$ cat config.mk
export PLATFORM = sky130hd
export DESIGN_NAME = cmd_processor
export DESIGN_NICKNAME = d
export VERILOG_FILES = /design/src/rtl/cmd_processor.sv
export SDC_FILE = /design/constraint.sdc
export NUM_CORES = 1
export LEC_CHECK = 0
export ABC_AREA = 1
export CAP_MARGIN = 0
export CORE_MARGIN = 4
export CORE_UTILIZATION = 44
export DETAILED_ROUTE_END_ITERATION = 8
export GPL_TIMING_DRIVEN = 0
export PLACE_DENSITY = 0.89
export SLEW_MARGIN = 25
export SYNTH_ARGS = -nofsm -noshare
export SYNTH_HDL_FRONTEND = slang
export SYNTH_SLANG_ARGS = --single-unit
export TNS_END_PERCENT = 30
$ cat constraint.sdc
create_clock -name clk -period 1.7 [get_ports clk]
set_input_delay 0.255 -clock clk [delete_from_list [all_inputs] [get_ports clk]]
set_output_delay 0.255 -clock clk [all_outputs]
set_load 0.02 [all_outputs]
$ cat src/rtl/cmd_processor.sv
// cmd_processor: dispatches bytes from the I2C slave front end to five graphics engines.
//
// Each byte from the I2C receiver is tagged with its command code (0-4 selects an
// engine; 5 and above are dropped). It is queued and later broadcast on a shared data
// bus, together with a one-cycle one-hot strobe to the selected engine, once that
// engine reports ready-to-receive. Entries leave in arrival order, so a blocked head
// stalls everything behind it.
//
// Build option: define CMD_PROC_FIFO_EN for a DEPTH-entry queue. Without it the queue
// is a single holding register.
//
// Ports:
//   clk            in   system clock, rising edge
//   rst_           in   asynchronous active-low reset
//   cmd            in   [7:0] command code for the current byte
//   i2c_in_data    in   [7:0] byte from the I2C receiver
//   i2c_rts        in   byte-available strobe; its rising edge accepts one byte
//   engine_in_rtr  in   [4:0] per-engine ready-to-receive level
//   engine_out_rts out  [4:0] one-hot, one-cycle byte-valid strobe
//   bcast_out_data out  [7:0] broadcast data byte (holds between dispatches)

module cmd_processor #(
    parameter int unsigned DEPTH = 16
) (
    input  logic       clk,
    input  logic       rst_,
    input  logic [7:0] cmd,
    input  logic [7:0] i2c_in_data,
    input  logic       i2c_rts,
    input  logic [4:0] engine_in_rtr,
    output logic [4:0] engine_out_rts,
    output logic [7:0] bcast_out_data
);

    if (DEPTH < 2 || (DEPTH & (DEPTH - 1)) != 0) begin : g_bad_depth
        $error("cmd_processor: DEPTH must be a power of two and at least 2");
    end

    // Entry layout: {engine index[2:0], data[7:0]}
    logic        rts_q;
    logic        push_req;
    logic        push;
    logic        pop;
    logic        head_valid;
    logic [10:0] head;
    logic [10:0] entry_in;
    logic [2:0]  head_cmd;
    logic [4:0]  rts_out_d, rts_out_q;
    logic [7:0]  data_d, data_q;

    // Rising edge of i2c_rts with a valid engine code. Holding i2c_rts high yields one byte.
    assign push_req = i2c_rts & ~rts_q & (cmd < 8'd5);
    assign entry_in = {cmd[2:0], i2c_in_data};
    assign head_cmd = head[10:8];
    // Only codes 0-4 are ever stored, so the index stays in range.
    assign pop      = head_valid & engine_in_rtr[head_cmd];

    always_ff @(posedge clk or negedge rst_) begin
        if (!rst_) begin
            rts_q <= 1'b0;
        end else begin
            rts_q <= i2c_rts;
        end
    end

`ifdef CMD_PROC_FIFO_EN
    localparam int unsigned AW = $clog2(DEPTH);

    logic [10:0]   mem_q [DEPTH];
    logic [AW-1:0] wr_ptr_q, rd_ptr_q;
    logic [AW:0]   count_q, count_d;
    logic          full;

    assign full       = (count_q == (AW + 1)'(DEPTH));
    assign head_valid = (count_q != '0);
    assign head       = mem_q[rd_ptr_q];
    // A full queue still takes a push when the head leaves in the same cycle.
    assign push       = push_req & (~full | pop);

    always_comb begin
        count_d = count_q;
        unique case ({push, pop})
            2'b10:   count_d = count_q + 1'b1;
            2'b01:   count_d = count_q - 1'b1;
            default: count_d = count_q;
        endcase
    end

    // Pointers wrap naturally because DEPTH is a power of two.
    always_ff @(posedge clk or negedge rst_) begin
        if (!rst_) begin
            wr_ptr_q <= '0;
            rd_ptr_q <= '0;
            count_q  <= '0;
        end else begin
            if (push) wr_ptr_q <= wr_ptr_q + 1'b1;
            if (pop)  rd_ptr_q <= rd_ptr_q + 1'b1;
            count_q <= count_d;
        end
    end

    always_ff @(posedge clk) begin
        if (push) mem_q[wr_ptr_q] <= entry_in;
    end
`else
    logic [10:0] hold_q;
    logic        hold_valid_q;

    assign head_valid = hold_valid_q;
    assign head       = hold_q;
    assign push       = push_req & (~hold_valid_q | pop);

    always_ff @(posedge clk or negedge rst_) begin
        if (!rst_) begin
            hold_q       <= '0;
            hold_valid_q <= 1'b0;
        end else if (push) begin
            hold_q       <= entry_in;
            hold_valid_q <= 1'b1;
        end else if (pop) begin
            hold_valid_q <= 1'b0;
        end
    end
`endif

    always_comb begin
        rts_out_d = '0;
        data_d    = data_q;
        if (pop) begin
            rts_out_d = 5'd1 << head_cmd;
            data_d    = head[7:0];
        end
    end

    always_ff @(posedge clk or negedge rst_) begin
        if (!rst_) begin
            rts_out_q <= '0;
            data_q    <= '0;
        end else begin
            rts_out_q <= rts_out_d;
            data_q    <= data_d;
        end
    end

    assign engine_out_rts = rts_out_q;
    assign bcast_out_data = data_q;

endmodule

Word-level counts from Yosys, hierarchy flattened:

Index checks and enable logic that the tools add are counted.

* shift-type cells: 1
* multipliers: 0
* reduce and logical (&&, ||, !) cells: 1
* add/sub/neg operators: 0
* eq/ne operators: 0
* $lt $le $gt $ge: 2
* bitwise logic cells: 7
* div/mod/pow operators: 0
* mux-type cells: 5

Operators by type and width (count)
* $lt A8 B3 Y1 const B: 1
* $mux W5: 1
* $shl A1 B3 Y5 const A: 1
* $and A1 B1 Y1: 4
* $lt A3 B4 Y1 const B: 1
* $bmux W1 S3: 1
* $mux W1: 3
* $not A1 Y1: 2
* $reduce_bool A2 Y1: 1
* $or A1 B1 Y1: 1

* register bits: 26
* word-level logic and storage cells: 21
* bits in latches: 0
* memory bits (writable): 0
* memories kept: 0
* bits in read-only memories: 0

Depth between registers and ports, before layout:

* depth in word-level cells: 6
* gate-level depth with buffers: 10

Least setup slack after synthesis:

No wires, ideal clock.

* path kind: register -> register
* from: register hold_q[8] (netlist: head[8])
* to: register hold_q[8] (netlist: head[8])
* buffers on the path: 1
* data arrival time: 1.119 ns
* library setup time: 0.117 ns
* period minus slack after synthesis: 1.235 ns
* path slack: 0.465 ns
* cell stages (with the launch flop): 10
* required time: 1.583 ns
* cells stage by stage: dfrtp_1 > nor2_1 > nand2_1 > nand2_1 > o21ai_1 > nand2_2 > nand2_2 > buf_6 > nand2_1 > nand2_1

* cells in the longest elaborated chain, start to end: 5

RTL lines
* start, declared: line 106 `logic [10:0] hold_q;`
* start signal, assigned: line 118 `hold_q <= entry_in;`
* $bmux W1 S3: line 56 `assign pop = head_valid & engine_in_rtr[head_cmd];`
* $mux W1 (not written as such): line 56
* $and A1 B1 Y1: line 56
* $or A1 B1 Y1: line 111 `assign push = push_req & (~hold_valid_q | pop);`
* $and A1 B1 Y1: line 111

Every way passes these cells. The select of a mux whose other input is x is not followed.
A chain may end at the register's enable or synchronous reset.

Worst setup path after layout:

* from: register data_q[4] (netlist: bcast_out_data[4])
* to: output port bcast_out_data[4]

RTL lines
* start, declared: line 49 `logic [7:0] data_d, data_q;`
* start signal, assigned: line 141 `data_q <= data_d;`
* end, declared: line 32 `output logic [7:0] bcast_out_data`

No word-level cell between the ends.

==> flow_metrics.tcl <==
set metrics [dict create \
    vdd.ir_drop.worst_mv 0.590 \
    final_area_um2 1530 \
    diodes 0 \
    cts_tree "done" \
    hpwlAfterDp_um 1740 \
    start_kind "flop" \
    cts-resized-gates 0 \
    final_cell_mix "39 x nand2_1, 35 x clkdlybuf4s50_1, 26 x dfrtp_1" \
    pre_cts_ws_ns 0.103 \
    power_mw 1.24 \
    routedWlPerCell_um 12.2 \
    antenna_left 0 \
    gr-total-overflow 0 \
    syn_avg_cell_area_um2 8.79 \
    grt_pass1_vias 966 \
    num_vias 946 \
    cpMaxStageDelayCell "clkdlybuf4s50_1" \
    areaGrowthSynthToFinish_pct 42.2 \
    critPathMaxStageDelay_ns 0.61 \
    grt_use_met3_pct 3.39 \
    fin_ws_ns 0.135 \
    cp-end-kind "output port" \
    period_minus_slack_ns 1.56 \
    cts-root-buf "clkbuf_4" \
    layout-drive-gt1-share_pct 7.36 \
    die_w_um 57.4 \
    cts_sinks 26 \
    crit_chain "clkdlybuf4s50_1" \
    dieArea_um2 3290 \
    crit_type "reg2out" \
    final_common_cell "nand2_1" \
    finalNonFillerCells 191 \
    p_leak_nw 0.745 \
    setup_viol 0 \
    finalWirelength_um 2330 \
    placed_area_um2 1460 \
    core_area_um2 2280 \
    dr.pass1.iters 4 \
    tightest_slew_ns 0.557 \
    antenna_found_initial 0 \
    reg2reg_from "head[8]$_DFFE_PN0P_" \
    drc_errors 0 \
    post-cts-setup-buffers 0 \
    finalHoldViolations 0 \
    ys_top_cells_by_area "dfrtp_1 61%, nand2_1 14%, nand3_1 7.0%" \
    power_density_nw_per_um2 816 \
    ys_seq_area_share_pct 60.7 \
    initial_core_util_pct 47.1 \
    rows 17 \
    grt_start_max_net_pins 27 \
    port_buffers 36 \
    yosysTopAreaCell "dfrtp_1" \
    grt_use_met2_pct 28.5 \
    top_usage_layer "met2" \
    ys_types 13 \
    crit_buf_inv 1 \
    postCtsHoldBufs 1 \
    regArea_um2 651 \
    routabilityCongestion 0.759 \
    yosysTopAreaCellShare_pct 60.7 \
    dp.cells 186 \
    avgViaCountPerCell 4.95 \
    fmax_ghz 0.639 \
    crit_fanout 2 \
    multiInputGateArea_um2 334 \
    min_from "i2c_rts" \
    synth_nets 146 \
    grt_usage_pct 15.5 \
    rsz0062_at_grt "no" \
    post-route-util_pct 67.0 \
    clk_latency_ns 0.32 \
    use_met1_pct 17.3 \
    maxSlewHeadroom_pct 62.8 \
    n_fill_cell 169 \
    crit_arrival_ns 1.31 \
    fin_hold_ws_ns 0.395 \
    drv_slew 0 \
    synth_seq_cells 26 \
    cap_violations 0 \
    critical_path.startpoint "bcast_out_data[4]$_DFFE_PN0P_" \
    ys_warn_count 0 \
    crit_family "buffers and inverters" \
    io_pins 37 \
    nNetsFinal 188 \
    dieHeight_um 57.4 \
    hp-class "in2reg" \
    status "finished, final reports clean" \
    htree_levels 1 \
    tns_ns 0 \
    min_period_over_period_pct 92.1 \
    drt-initial-drc-count 25 \
    clock_path_buffers 2 \
    grt_pass1_wl_um 4050 \
    clock_skew_ns 0.00409 \
    synth.cell_area_um2 1070 \
    synthCells 122 \
    cp_data_required_time_ns 1.44 \
    cts.clk_slew.worst_paths_ns 0.14 \
    cts_buffers 3 \
]
## kinds of logic after synthesis
group           after synthesis  share of synthesized area, %
buf+inv                      20                          8.17
flops                        26                          60.7
compound gates               10                          4.67
simple gates                 66                          26.5
## cell usage after synthesis (all sizes together)
| cell | count |
|---|---|
| and3 | 1 |
| buf | 5 |
| dfrtp | 26 |
| inv | 15 |
| nand2 | 41 |
| nand3 | 15 |
| nand4 | 1 |
| nor2 | 2 |
| nor3 | 6 |
| o21ai | 10 |
## worst paths after layout
check | to | slack [ns] | depth (start not counted)
min reg2reg | head[4]$_DFFE_PN0P_ | 0.50 | 2
max | bcast_out_data[4] | 0.14 | 1
max reg2reg | head[7]$_DFFE_PN0P_ | 0.21 | 8
max in group asynchronous | bcast_out_data[3]$_DFFE_PN0P_ | 0.90 | 2
min | rts_q$_DFF_PN0_ | 0.39 | 1
min in group asynchronous | head[10]$_DFFE_PN0P_ | 0.44 | 2
## sequential cells by signal, summed over array words and instances (netlist names)
name and flops:
engine_out_rts 5, bcast_out_data 8, head_valid 1, head 11, rts_q 1
## per-layer routing
layer	wire length, um	up-vias
met2	1250	27
met4	12	0
li1	-	466
met3	135	2
met1	924	451
met5	0	-
## power breakdown
group / switching [mW] / total [mW] / internal [mW]
Clock: 0.177 / 0.416 / 0.238
Sequential: 0.0236 / 0.674 / 0.650
Combinational: 0.0747 / 0.156 / 0.0810
## area by class of cell
| class | instances | share of cell area, % |
|---|---|---|
| multi-input cells | 76 | 21.9 |
| clock inverters | 1 | 1.97 |
| plain buffers | 5 | 2.05 |
| well taps | 28 | 2.30 |
| flip-flops and latches | 26 | 42.7 |
| inverters | 15 | 3.69 |
| clock buffers | 3 | 1.48 |
| repair buffers | 37 | 24.0 |
Power figures use the tool's default switching activity.
